### src/rtl/vid_pkg.sv
// Shared video definitions: BT.601 full-range coefficients and the sideband bundle
// that travels alongside each pixel through the conversion pipeline.
package vid_pkg;

  localparam int VID_FRAC = 8;

  localparam real K_RV = 1.402;
  localparam real K_GU = 0.344136;
  localparam real K_GV = 0.714136;
  localparam real K_BU = 1.772;

  // round(k * 2^frac) as an unsigned 10-bit coefficient
  function automatic logic [9:0] vid_coef(input real k, input int frac);
    return 10'($rtoi(k * real'(1 << frac) + 0.5));
  endfunction

  localparam logic [9:0] KRV = vid_coef(K_RV, VID_FRAC);
  localparam logic [9:0] KGU = vid_coef(K_GU, VID_FRAC);
  localparam logic [9:0] KGV = vid_coef(K_GV, VID_FRAC);
  localparam logic [9:0] KBU = vid_coef(K_BU, VID_FRAC);

  typedef struct packed {
    logic pce;
    logic hsn;
    logic vsn;
    logic hbl;
    logic vbl;
  } vid_sb_t;

  // Inactive sideband: no pixel enable, syncs deasserted, blanking active
  localparam vid_sb_t SB_IDLE = '{pce: 1'b0, hsn: 1'b1, vsn: 1'b1, hbl: 1'b1, vbl: 1'b1};

endpackage

### src/rtl/vid_clamp8.sv
// Combinational saturation of a signed 21-bit value into the unsigned 8-bit range 0..255.
module vid_clamp8 (
  input  logic signed [20:0] din,
  output logic        [7:0]  dout
);

  always_comb begin
    dout = din[7:0];
    if (din < 21'sd0) begin
      dout = 8'd0;
    end else if (din > 21'sd255) begin
      dout = 8'd255;
    end
  end

endmodule

### src/rtl/vid_yuv2rgb.sv
// Three-stage BT.601 full-range YUV to RGB converter; sideband is delayed in lockstep
// with the colour path so timing and pixels stay aligned at the output.
module vid_yuv2rgb
  import vid_pkg::*;
#(
  parameter int FRAC        = VID_FRAC,
  parameter bit BLANK_BLACK = 1'b1
) (
  input  logic       clk_cpu,
  input  logic       reset,
  input  logic       vid_pce,
  input  logic [7:0] vid_y,
  input  logic [7:0] vid_u,
  input  logic [7:0] vid_v,
  input  logic       vid_hsn,
  input  logic       vid_vsn,
  input  logic       vid_hbl,
  input  logic       vid_vbl,
  input  logic       bypass,
  output logic       ce_pix,
  output logic [7:0] R,
  output logic [7:0] G,
  output logic [7:0] B,
  output logic       HSync,
  output logic       VSync,
  output logic       HBlank,
  output logic       VBlank
);

  localparam logic signed [19:0] C_RV = 20'(vid_coef(K_RV, FRAC));
  localparam logic signed [19:0] C_GU = 20'(vid_coef(K_GU, FRAC));
  localparam logic signed [19:0] C_GV = 20'(vid_coef(K_GV, FRAC));
  localparam logic signed [19:0] C_BU = 20'(vid_coef(K_BU, FRAC));

  // Stage 1 inputs
  logic signed [8:0]  u_off;
  logic signed [8:0]  v_off;
  logic signed [20:0] y8_next;
  vid_sb_t            sb_in;

  assign u_off   = $signed({1'b0, vid_u}) - 9'sd128;
  assign v_off   = $signed({1'b0, vid_v}) - 9'sd128;
  assign y8_next = $signed((21'(vid_y) << FRAC) + 21'(1 << (FRAC - 1)));
  assign sb_in   = '{pce: vid_pce, hsn: vid_hsn, vsn: vid_vsn, hbl: vid_hbl, vbl: vid_vbl};

  logic signed [20:0] y8_reg;
  logic signed [19:0] p_rv_reg, p_gu_reg, p_gv_reg, p_bu_reg;
  logic        [7:0]  raw1_reg [3];
  logic               byp1_reg;
  vid_sb_t            sb1_reg;

  logic signed [20:0] sum_next [3];
  logic signed [20:0] sum_reg  [3];
  logic        [7:0]  raw2_reg [3];
  logic               byp2_reg;
  vid_sb_t            sb2_reg;

  always_comb begin
    sum_next[0] = y8_reg + 21'(p_rv_reg);
    sum_next[1] = y8_reg - 21'(p_gu_reg) - 21'(p_gv_reg);
    sum_next[2] = y8_reg + 21'(p_bu_reg);
  end

  always_ff @(posedge clk_cpu) begin
    if (reset) begin
      y8_reg   <= '0;
      p_rv_reg <= '0;
      p_gu_reg <= '0;
      p_gv_reg <= '0;
      p_bu_reg <= '0;
      raw1_reg <= '{default: '0};
      byp1_reg <= 1'b0;
      sb1_reg  <= SB_IDLE;
      sum_reg  <= '{default: '0};
      raw2_reg <= '{default: '0};
      byp2_reg <= 1'b0;
      sb2_reg  <= SB_IDLE;
    end else begin
      y8_reg   <= y8_next;
      p_rv_reg <= 20'(v_off) * C_RV;
      p_gu_reg <= 20'(u_off) * C_GU;
      p_gv_reg <= 20'(v_off) * C_GV;
      p_bu_reg <= 20'(u_off) * C_BU;
      // Debug bypass routes R=U, G=Y, B=V
      raw1_reg <= '{vid_u, vid_y, vid_v};
      byp1_reg <= bypass;
      sb1_reg  <= sb_in;
      sum_reg  <= sum_next;
      raw2_reg <= raw1_reg;
      byp2_reg <= byp1_reg;
      sb2_reg  <= sb1_reg;
    end
  end

  logic       blank2;
  logic [7:0] rgb [3];

  assign blank2 = sb2_reg.hbl | sb2_reg.vbl;

  genvar gi;
  generate
    for (gi = 0; gi < 3; gi++) begin : g_chan
      logic [7:0] clamped;
      logic [7:0] chan_next;
      logic [7:0] chan_reg;

      vid_clamp8 u_clamp (
        .din  (sum_reg[gi] >>> FRAC),
        .dout (clamped)
      );

      always_comb begin
        chan_next = byp2_reg ? raw2_reg[gi] : clamped;
        if (BLANK_BLACK && blank2) begin
          chan_next = 8'd0;
        end
      end

      always_ff @(posedge clk_cpu) begin
        if (reset) begin
          chan_reg <= 8'd0;
        end else begin
          chan_reg <= chan_next;
        end
      end

      assign rgb[gi] = chan_reg;
    end
  endgenerate

  assign R = rgb[0];
  assign G = rgb[1];
  assign B = rgb[2];

  always_ff @(posedge clk_cpu) begin
    if (reset) begin
      ce_pix <= 1'b0;
      HSync  <= 1'b0;
      VSync  <= 1'b0;
      HBlank <= 1'b1;
      VBlank <= 1'b1;
    end else begin
      ce_pix <= sb2_reg.pce;
      HSync  <= ~sb2_reg.hsn;
      VSync  <= ~sb2_reg.vsn;
      HBlank <= sb2_reg.hbl;
      VBlank <= sb2_reg.vbl;
    end
  end

endmodule

### config.mk
export PLATFORM = sky130hd
export DESIGN_NAME = vid_yuv2rgb
export DESIGN_NICKNAME = d
export VERILOG_FILES = /design/src/rtl/vid_pkg.sv /design/src/rtl/vid_clamp8.sv /design/src/rtl/vid_yuv2rgb.sv
export SDC_FILE = /design/constraint.sdc
export NUM_CORES = 1
export LEC_CHECK = 0
export ABC_AREA = 1
export CAP_MARGIN = 10
export CORE_MARGIN = 5
export CORE_UTILIZATION = 35
export CTS_CLUSTER_SIZE = 14
export DETAILED_ROUTE_END_ITERATION = 8
export GPL_ROUTABILITY_DRIVEN = 0
export PLACE_DENSITY = 0.59
export SETUP_SLACK_MARGIN = 0.4
export SYNTH_ARGS = -nofsm -noshare
export SYNTH_HDL_FRONTEND = slang
export SYNTH_SLANG_ARGS = --single-unit
### constraint.sdc
create_clock -name clk_cpu -period 5.25 [get_ports clk_cpu]
set_input_delay 1.05 -clock clk_cpu [delete_from_list [all_inputs] [get_ports clk_cpu]]
set_output_delay 1.05 -clock clk_cpu [all_outputs]
set_load 0.02 [all_outputs]
After elaboration in Yosys (flattened, before gate mapping)
Index checks and enable logic that the tools add are counted.

word-level totals
  bits in registers = 246
  output and inout bits = 29
  bits of input ports = 32
  word-level logic and storage cells = 66

cells by class
  multipliers = 4
  bitwise operators = 3
  order comparisons = 6
  multiplexer cells = 9
  reduce and logical (&&, ||, !) cells = 1
  add/subtract/negate cells = 7

operators by type and width
  kind                                                                    number
  8-bit two-way mux                                                       9
  21-bit by 19-bit adder with 21-bit output                               2
  13-bit by 9-bit > comparator with 1-bit output (second input constant)  3
  13-bit by 1-bit < comparator with 1-bit output (second input constant)  3
  9-bit by 9-bit multiplier with 18-bit output (second input constant)    2
  21-bit by 17-bit subtractor with 21-bit output                          1
  21-bit by 18-bit subtractor with 21-bit output                          1
  9-bit by 10-bit multiplier with 19-bit output (second input constant)   1
  8-bit by 8-bit subtractor with 9-bit output (second input constant)     2
  16-bit by 8-bit adder with 17-bit output (second input constant)        1
  9-bit by 5-bit multiplier with 14-bit output (second input constant)    1
  1-bit NOT                                                               2
  2-bit OR reduction                                                      1
  1-bit OR                                                                1

Logic depth before layout (Yosys ltp)
  depth after elaboration = 4
  gate-level depth with buffers = 20
  gate-level depth less buffers = 20

Cells and area by module
A second synthesis with hierarchy kept.

second synthesis, totals
  cell total of the unflattened synthesis = 1786
  area, all modules = 13113.8 um2

modules (own cells, without submodules)
  module       times used  area an instance (um2)  seq. area each (um2)  cells each
  vid_yuv2rgb  1           12573.3                 3663.5                1654
  vid_clamp8   3           180.2                   0.0                   44

Least setup slack after synthesis
OpenSTA, ideal clock, no wires.

  path kind = in2reg
  start point = input port vid_v[7]
  end point = register p_rv_reg[18] (netlist name)
  setup slack = 0.734 ns
  data arrival time = 4.401 ns
  required time = 5.135 ns
  buffers on the path = 0
  library setup time = 0.115 ns
  stages = 17
  path through = inv_1 > ha_1 > inv_1 > ha_1 > fa_1 > fa_1 > inv_1 > fa_1 > inv_1 > ha_1 > nand2_2 > nor2_1 > nand4_1 > nand2_1 > nand2_1 > a21oi_1 > nor2_1

between the ends
  cells in the longest elaborated chain, start to end = 2

RTL lines
  what                                           line               RTL
  from (decl)                                    vid_yuv2rgb.sv:14  input logic [7:0] vid_v,
  8-bit by 8-bit subtractor with 9-bit output    vid_yuv2rgb.sv:42  assign v_off = $signed({1'b0, vid_v}) - 9'sd128;
  9-bit by 10-bit multiplier with 19-bit output  vid_yuv2rgb.sv:80  p_rv_reg <= 20'(v_off) * C_RV;

Every way passes these cells.
A chain may end at the register's enable or synchronous reset.

Worst setup path after layout
  start point = input port vid_v[7]
  end point = register p_gv_reg[17] (netlist name)

between the ends
  cells in the longest elaborated chain, start to end = 2

RTL lines
  what                                          line               RTL
  8-bit by 8-bit subtractor with 9-bit output   vid_yuv2rgb.sv:42
  9-bit by 9-bit multiplier with 18-bit output  vid_yuv2rgb.sv:82  p_gv_reg <= 20'(v_off) * C_GV;

Every way passes these cells.

==> Implementation_results.wiki <==
{| class="wikitable"
! Metric !! Value
|-
| Met1 Usage GRT || 0.203
|-
| Layout overhead on the synthesized area || 15.5%
|-
| Switching power share of the total || 0.450
|-
| Worst Slack Setup Final || 0.624 ns
|-
| Post-Route Utilization || 0.409
|-
| Number of register bits inferred by synthesis || 183
|-
| 1st-pass router iterations || 5
|-
| Transition time at the pin with the least slew margin || 1.09 ns
|-
| H-tree lvl count || 4
|-
| Run status || finished, final reports clean
|-
| Setup clock skew after layout || 0.0189 ns
|-
| WL final || 31700 um
|-
| Count of flip-flops with a built-in enable after synthesis || 0
|-
| R2R Setup Slk || 2.87 ns
|-
| Unrepaired setup endpoints after global routing || yes
|-
| Cell Int Power || 3.55 mW
|-
| Share of flip-flops with an asynchronous set or reset || 0
|-
| Nature of the critical path endpoint || flip-flop
|-
| Number of instances in the synthesized netlist || 1728
|-
| Sequential cell area fraction in the yosys report || 0.283
|-
| First-pass GRT wire length || 53100 um
|-
| Capturing element of the worst setup path || p_gv_reg[17]
|-
| Portion of total power attributed to combinational logic || 0.530
|-
| Post-synth top area share || 0.283
|-
| Critical R2R Launch || raw1_reg[12]
|-
| Maximum operating frequency || 0.216 GHz
|-
| Post-Synthesis Cell Area || 0.0129 sq mm
|-
| Total power || 6.45 mW
|-
| Largest cells by area after synthesis || sky130_fd_sc_hd__dfxtp_1, sky130_fd_sc_hd__ha_1, sky130_fd_sc_hd__fa_1, sky130_fd_sc_hd__inv_1, sky130_fd_sc_hd__nand2_1
|-
| Worst-path cell chain || clkdlybuf4s50_1, inv_1, buf_4, ha_1, or2_2, fa_1, fa_1, inv_1, fa_1, inv_1, ha_4, nand2_1, nor2_1, nand3_1, nand3_1, nand2_1, a21oi_1, nor2_1
|-
| Relative slew slack || 0.268
|-
| Final worst-path cycle share || 0.881
|-
| Number of cells on the critical path || 18
|-
| Critical path class || input port to flip-flop
|-
| Buf/Inv on CP || 5
|-
| Number of setup buffers added after CTS || 0
|-
| Flip-flop count of the largest register, all copies and words added || 40
|-
| Final antenna diode count || 0
|-
| Buffer levels on the longest clock path || 2
|-
| Peak VDD IR || 0.302 mV
|-
| Delay contributed by the slowest stage of the critical path || 0.53 ns
|-
| Cell depth of the worst flop-to-flop path || 8
|-
| Met2 layer usage reported by global route || 0.280
|-
| Cell Count Post-Placement || 2264
|-
| Number of global-route vias before repair || 10821
|-
| Per-cell via count in the routed design || 4.65
|-
| Library cell occupying the most area in the post-synthesis netlist || sky130_fd_sc_hd__dfxtp_1
|-
| Pre-CTS worst setup slack || 0.121 ns
|-
| Data arrival time of the critical path || 4.95 ns
|-
| Required time of the critical path || 5.57 ns
|-
| Placed inst area || 0.0142 sq mm
|-
| Maximum number of pins on one net before global-route repair || 83
|-
| Global route overflow || 0
|-
| Number of I/O pins || 61
|-
| Cts bufs inserted || 17
|-
| Layout Cells excl Fill || 2296
|-
| Detailed-placement wirelength estimate || 25800 um
|-
| Placeable core region || 0.0365 sq mm
|-
| TNS Setup || 0 ns
|-
| Number of antenna violations at the first check in global routing || 0
|-
| # setup viols final || 0
|-
| Met3 capacity usage during global routing || 0.0197
|-
| Number of maximum-capacitance violations || 0
|-
| Number of rows in the core area || 70
|-
| Number of endpoints with negative hold slack in the final report || 0
|-
| Die outline width || 202 um
|-
| Routed length per instance || 13.8 um
|-
| Number of different library cells in the post-synthesis netlist || 41
|-
| Vias || 10672
|-
| Global-route total usage across every layer || 0.159
|-
| Hold Crit Start || sb2_reg[2]
|-
| Number of filler cells placed in the layout || 3699
|-
| Share of layout cells above drive strength 1 || 0.0646
|-
| Die footprint || 0.0409 sq mm
|-
| Net count after synthesis || 2011
|-
| DRC violations left || 0
|-
| Post-CTS clock slew at the launch and capture registers of the worst setup and hold paths || 0.07 ns
|-
| Cell family contributing the most delay on the critical path || adder cells
|-
| Worst Hold Class || flip-flop to flip-flop
|-
| GRT Max-Usage Layer || met2
|-
| Clock latency on the worst-skew pair || 0.43 ns
|-
| Clock tree from TritonCTS || built
|-
| Fin Hold WS || 0.388 ns
|-
| Switching power || 2.90 mW
|-
| Primary flip-flop cell chosen by synthesis mapping || sky130_fd_sc_hd__dfxtp_1
|-
| P per Cell Area || 432 mW/mm^2
|-
| Tmin final || 4.63 ns
|-
| Initial standard-cell utilization of the core || 0.354
|-
| Sinks on the clock net || 183
|-
| Peak fanout along the critical path || 6
|-
| Number of antenna-violating nets in the routed design || 0
|-
| CTS Root Buffer Type || sky130_fd_sc_hd__clkbuf_16
|-
| Total of buffers placed on input and output ports || 60
|-
| Cell with the biggest individual delay on the critical path || sky130_fd_sc_hd__fa_1
|-
| Synthesized area per cell || 7.48 sq um
|-
| NumNets Final || 2098
|-
| Timing startpoint of the critical path || vid_v[7]
|-
| Synth warn || 0
|-
| CP Launch Type || input port
|-
| Max-slew violation total from the final report || 0
|-
| Number of design-rule violations left by the first detailed-router iteration || 616
|-
| Share of power burned in registers || 0.270
|-
| Endpoint of the worst-slack reg-to-reg timing path || sum_reg[40]
|-
| Clock power share || 0.200
|-
| Overall die height || 202 um
|-
| Summed area of non-filler cells in the final layout || 0.0149 sq mm
|-
| Cell leakage power || 7.64 nW
|}
## power by group through the flow
stage / clock, mW / sequential [mW] / combinational (mW)
floorplan: 0 / 1.72 / 2.54
global placement: 0 / 1.77 / 3.30
detailed placement: 0 / 1.77 / 3.34
CTS: 1.32 / 1.74 / 3.37
global route: 1.38 / 1.77 / 3.98
finish: 1.29 / 1.74 / 3.42
## how the worst min path moves through the flow
stage               slack [ns]     to  cells after the start
detailed placement        0.37  HSync                      1
global route              0.41  HSync                      1
finish                    0.39  VSync                      1
CTS                       0.39  VSync                      1
floorplan                 0.37  HSync                      1
global placement          0.37  VSync                      1
## cell type report
| type | count | area [sq um] | share of cell area |
|---|---|---|---|
| clock inverters | 14 | 184 | 0.0123 |
| well taps | 468 | 586 | 0.0392 |
| clock buffers | 18 | 429 | 0.0287 |
| flip-flops and latches | 183 | 3660 | 0.245 |
| repair buffers | 93 | 851 | 0.0570 |
| inverters | 357 | 1340 | 0.0898 |
| multi-input cells | 1163 | 7880 | 0.528 |
## kinds of logic after synthesis
| family | synth area share |
|---|---|
| xor+xnor | 0.00948 |
| fa+ha+maj | 0.285 |
| flops | 0.283 |
| simple gates | 0.205 |
| compound gates | 0.105 |
| buf+inv | 0.112 |
## Yosys cell counts (all sizes together) (3+ instances only)
cell type / count
a21oi: 138
or2: 10
inv: 357
fa: 72
o21a: 5
and2: 3
xnor2: 8
a21o: 5
nand4: 7
dfxtp: 183
a31oi: 4
a21boi: 4
nor3: 9
nor4: 3
ha: 179
nand2: 327
clkbuf: 18
xor2: 6
o21bai: 4
o21ai: 89
nand3: 65
nor2: 216
buf: 7
## repair_timing
action                     in CTS  in global routing
resized for setup               0                 13
hold buffers                    0                  0
setup endpoints to repair       0                 17
## layer usage
metal  up-vias  share of wire
met5         -              0
met3        47          0.035
met1      4885           0.46
met2       200           0.48
li1       5540              -
met4         0          0.026
## cell usage in the layout, fill, tap and decap left out, drive strengths merged, types with 34 or more instances in the layout
cell type and instances:
o21ai 89, inv 362, buf 34, clkdlybuf4s50 56, nor2 216, nand2 327, dfxtp 183, ha 179
fa 72, a21oi 138, nand3 65
Note: power is estimated with default switching activity, not from simulation.
